[config.mk]
export PLATFORM = sky130hd
export DESIGN_NAME = dual_port_ram_be
export DESIGN_NICKNAME = d
export VERILOG_FILES = /design/src/rtl/dual_port_ram_be.sv
export SDC_FILE = /design/constraint.sdc
export NUM_CORES = 2
export LEC_CHECK = 0
export BUFFER_PORTS_ARGS = -buffer_cell sky130_fd_sc_hd__buf_4
export CAP_MARGIN = 20
export CORE_MARGIN = 2
export CORE_UTILIZATION = 45
export DETAILED_ROUTE_END_ITERATION = 10
export PLACE_DENSITY_LB_ADDON = 0.05
export SLEW_MARGIN = 5
export SYNTH_ARGS = -nofsm -noshare
export SYNTH_HDL_FRONTEND = slang
export SYNTH_SLANG_ARGS = --single-unit
[constraint.sdc]
create_clock -name clk -period 3.87 [get_ports clk]
set_input_delay 0.774 -clock clk [delete_from_list [all_inputs] [get_ports clk]]
set_output_delay 0.774 -clock clk [all_outputs]
set_load 0.01 [all_outputs]
[src/rtl/dual_port_ram_be.sv]
// dual_port_ram_be: true dual-port RAM with byte enables, power-on clear sweep,
// selectable read-during-write behaviour and same-address write collision flag.
module dual_port_ram_be #(
    parameter int DATA_W   = 128,
    parameter int ADDR_W   = 3,
    parameter int RDW_MODE = 0
) (
    input  logic                clk,
    input  logic                rst,
    input  logic                en_a,
    input  logic                wr_en_a,
    input  logic [DATA_W/8-1:0] be_a,
    input  logic [ADDR_W-1:0]   addr_a,
    input  logic [DATA_W-1:0]   data_in_a,
    output logic [DATA_W-1:0]   data_out_a,
    output logic                valid_a,
    input  logic                en_b,
    input  logic                wr_en_b,
    input  logic [DATA_W/8-1:0] be_b,
    input  logic [ADDR_W-1:0]   addr_b,
    input  logic [DATA_W-1:0]   data_in_b,
    output logic [DATA_W-1:0]   data_out_b,
    output logic                valid_b,
    output logic                init_busy,
    output logic                collision
);
    localparam int DEPTH = 2 ** ADDR_W;
    localparam int NB = DATA_W / 8;
    localparam logic [ADDR_W-1:0] LAST = ADDR_W'(DEPTH - 1);

    typedef enum logic {CLEAR, READY} state_t;

    state_t              state, state_next;
    logic [ADDR_W-1:0]   clr_ptr;
    logic [DATA_W-1:0]   mem [DEPTH];
    logic                acc_a, acc_b, wr_a, wr_b, same;
    logic [DATA_W-1:0]   new_a, new_b;

    assign init_busy = (state == CLEAR);
    assign acc_a = (state == READY) & en_a;
    assign acc_b = (state == READY) & en_b;
    assign wr_a = acc_a & wr_en_a;
    assign wr_b = acc_b & wr_en_b;
    assign same = (addr_a == addr_b);

    always_comb begin
        state_next = state;
        if (state == CLEAR && clr_ptr == LAST)
            state_next = READY;
    end

    always_ff @(posedge clk) begin
        if (rst) begin
            state   <= CLEAR;
            clr_ptr <= '0;
        end else begin
            state <= state_next;
            if (state == CLEAR && clr_ptr != LAST)
                clr_ptr <= clr_ptr + ADDR_W'(1);
        end
    end

    // B's lane writes come last so B wins overlapping bytes on the same word
    always_ff @(posedge clk) begin
        if (!rst) begin
            if (state == CLEAR)
                mem[clr_ptr] <= '0;
            for (int i = 0; i < NB; i++) begin
                if (wr_a && be_a[i])
                    mem[addr_a][8*i +: 8] <= data_in_a[8*i +: 8];
                if (wr_b && be_b[i])
                    mem[addr_b][8*i +: 8] <= data_in_b[8*i +: 8];
            end
        end
    end

    // Post-write view of each port's word, including the other port's write
    always_comb begin
        new_a = '0;
        new_b = '0;
        for (int i = 0; i < NB; i++) begin
            new_a[8*i +: 8] = (wr_b && be_b[i] && same) ? data_in_b[8*i +: 8] :
                              (wr_a && be_a[i])         ? data_in_a[8*i +: 8] :
                                                          mem[addr_a][8*i +: 8];
            new_b[8*i +: 8] = (wr_b && be_b[i])         ? data_in_b[8*i +: 8] :
                              (wr_a && be_a[i] && same) ? data_in_a[8*i +: 8] :
                                                          mem[addr_b][8*i +: 8];
        end
    end

    always_ff @(posedge clk) begin
        if (rst) begin
            data_out_a <= '0;
            data_out_b <= '0;
            valid_a    <= 1'b0;
            valid_b    <= 1'b0;
            collision  <= 1'b0;
        end else begin
            valid_a   <= acc_a;
            valid_b   <= acc_b;
            collision <= wr_a & wr_b & same & (|(be_a & be_b));
            if (acc_a)
                data_out_a <= (RDW_MODE != 0) ? new_a : mem[addr_a];
            if (acc_b)
                data_out_b <= (RDW_MODE != 0) ? new_b : mem[addr_b];
        end
    end
endmodule

==> results.yml <==
setup_path:
  rr_startpoint: "state"
  required_ns: 4.36
  cp.buffers_inverters: 2
  slowest_stage: "and4b_2"
  cpLargestDelayFamily: "simple AND/OR/NAND/NOR gates"
  reg2reg_slack_ns: 0.21
  end_kind: "flop"
  crit_start: "state"
  critical_path_class: "flop to flop"
  critPathMaxFanout: 20
  slowest_delay_ns: 0.84
  start_kind: "flop"
  critPathMostFrequentCell: "buf_4"
  worstPathCellList: "buf_4, and4b_2, and2_1, nand2_1, o31ai_1, buf_4"
  critical_path_arrival_ns: 4.15
routing:
  vias_per_cell: 6.69
  wl_met2_um: 127000
  ant_nets: 0
  vias: 51200
  routed_wl_um: 281000
  drt-pass1-iter-count: 6
  top_layer: "met5"
  wl_met3_um: 30400
  drc: 0
  wl_per_cell_um: 36.7
  drt_iter0_markers: 6623
  met1Wirelength_um: 113000
sta:
  fmax_mhz: 273
  slew-limit-headroom: 0.182
  fin_ws_ns: 0.206
  fin_skew_ns: 0.0344
  worstMarginPinSlew_ns: 1.22
  setup_viol_count_final: 0
  rsz0062_at_grt: "false"
  min_period_over_period: 0.947
  tns_ns: 0
  slew_violations: 0
  min_period_ns: 3.66
  hold_violations: 0
logic_synthesis:
  synth_top_family_by_area: "multiplexers"
  synth_compound_area_frac: 0.104
  seq_area_frac_synth: 0.518
  synthSimpleGateAreaFrac: 0.0400
  synth_mux_area_frac: 0.306
  synth_seq_cells: 1287
  netlist.area_leader.share: 0.442
  ys_types: 57
  synth-edff-count: 1024
  synth_ff_type: "edfxtp_1"
  syn_area_per_cell_um2: 14.0
  synth_xor_xnor_area_share: 0.000504
  synth_fa_ha_area_frac: 0.000360
  synth_cells: 4963
  async_flop_share: 0
  synth_warnings: 0
  syn-num-nets: 5265
  yosys.area.top_type: "edfxtp_1"
  synthTopCellsByArea: "edfxtp_1 (44%), mux2_2 (19%), mux4_2 (9.3%), dfxtp_1 (7.6%), mux2i_1 (2.7%)"
  post_synth_instance_area_mm2: 0.0696
cells_and_area:
  fin_nets: 5768
  syn2layout_area_growth_pct: 18.5
  layout_commonest_cell: "mux2_2"
  mostFrequentLayoutCells: "mux2_2 (1,148), edfxtp_1 (1,024), buf_4 (799), mux4_2 (287), dfxtp_1 (263)"
  drive_gt1_frac: 0.470
  fill_cells: 13000
global_routing:
  antenna_found_initial: 22
  grt_pass1_vias: 50700
  grt_pass1_wl_um: 392000
  grt.overflow.total: 0
  grtUsageTotal: 0.349
  grt_start_max_net_pins: 131
clock_network:
  postCtsSetupRepairBufs: 0
  ctsResizeCount: 0
  clockBufferDepth: 3
  cts-root-buf: "clkbuf_16"
  clk_pin_slew_ns: 0.06
  hold_buffers: 0
  clk_latency_ns: 0.81
  cts_buffers: 150
  cts_tree: "done"
  htree_levels: 4
  cts_num_sinks: 1287
placed_design:
  place_ws_ns: 0.181
  gp_congestion: 0.893
  hpwlAfterDp_um: 188000
  port_buffers: 559
worst_hold_path:
  hold_start: "rst"
  hold_path.class: "input port to flop"
power:
  total_power_mw: 33.3
  leakage_nw: 30.0
  pwr_density_cell_mw_per_mm2: 404
  ir_drop_mv: 0.478
outcome:
  status: "finished, final reports clean"
floorplan:
  initial_core_util: 0.452
  fp.dieArea_mm2: 0.158
  pin_count: 560
  die_x_um: 397
  die_h_um: 397
  fp-row-count: 144
  core_mm2: 0.154
flow_run:
  maxCapViolCount: 0
## cells by family (layout without fill, tap and decap cells)
| family | Yosys count | count (layout) |
|---|---|---|
| fa+ha+maj | 2 | 2 |
| buf+inv | 506 | 1137 |
| mux | 1626 | 1626 |
| simple gates | 568 | 568 |
| other cells | 0 | 13 |
| compound gates | 970 | 970 |
| xor+xnor | 4 | 4 |
| flops | 1287 | 1287 |
## report_power, final
group / switching, mW / internal (mW) / leakage [nW]
clock network: 6.11 / 8.78 / 2.51
registers: 0.233 / 15.2 / 10.3
logic: 1.84 / 1.12 / 17.2
total: 8.19 / 25.1 / 30.0
## metal layers
| layer | track usage | vias up |
|---|---|---|
| met5 | 0 | - |
| met2 | 0.533 | 3139 |
| met1 | 0.476 | 26400 |
| met3 | 0.0914 | 570 |
| li1 | - | 21000 |
| met4 | 0.132 | 22 |
## worst paths after layout
kind / endpoint / cells past startpoint
hold reg to reg: data_out_a[118] / 2
setup / recovery: mem[7][7] / 6
hold / removal: data_out_a[107] / 2
setup reg to reg: mem[7][7] / 6
## registers in the layout (all words and copies together), names as in the netlist
name        flops
state           1
collision       1
valid_a         1
mem          1024
valid_b         1
clr_ptr         3
data_out_a    128
data_out_b    128
## synthesized netlist by cell type (all sizes together) (11+ instances only)
library cell / number
mux2: 1148
edfxtp: 1024
mux4: 287
clkbuf: 264
dfxtp: 263
buf: 234
mux2i: 191
nand2: 185
nor2: 185
o21ai: 162
and2: 152
a221oi: 135
o31ai: 130
a211oi: 116
a21oi: 88
a22oi: 82
a221o: 59
o221a: 37
a31oi: 32
o211a: 30
o2bb2ai: 25
a22o: 23
a222oi: 12
nand2b: 11
o22ai: 11
## stage by stage
stage / cells / hold slack [ns] / utilization / area [µm²]
global route: 7642 / 0.195 / 0.536 / 82400
CTS: 7638 / 0.160 / 0.535 / 82400
global placement: 7356 / 0.486 / 0.502 / 77300
finish: 7651 / 0.203 / 0.536 / 82400
detailed placement: 7358 / 0.490 / 0.502 / 77300
floorplan: 4963 / 0.492 / - / 69600
## layout make-up
cell class,instances,area [µm²],area share
well taps,2044,2560,0.0310
repair buffers,849,6940,0.0842
inverters,8,43.8,0.000531
flip-flops and latches,1287,36000,0.437
clock buffers,204,4290,0.0520
clock inverters,76,808,0.00981
diodes,13,32.5,0.000395
multi-input cells,3170,31700,0.385
Note: power is estimated with default switching activity, not from simulation.
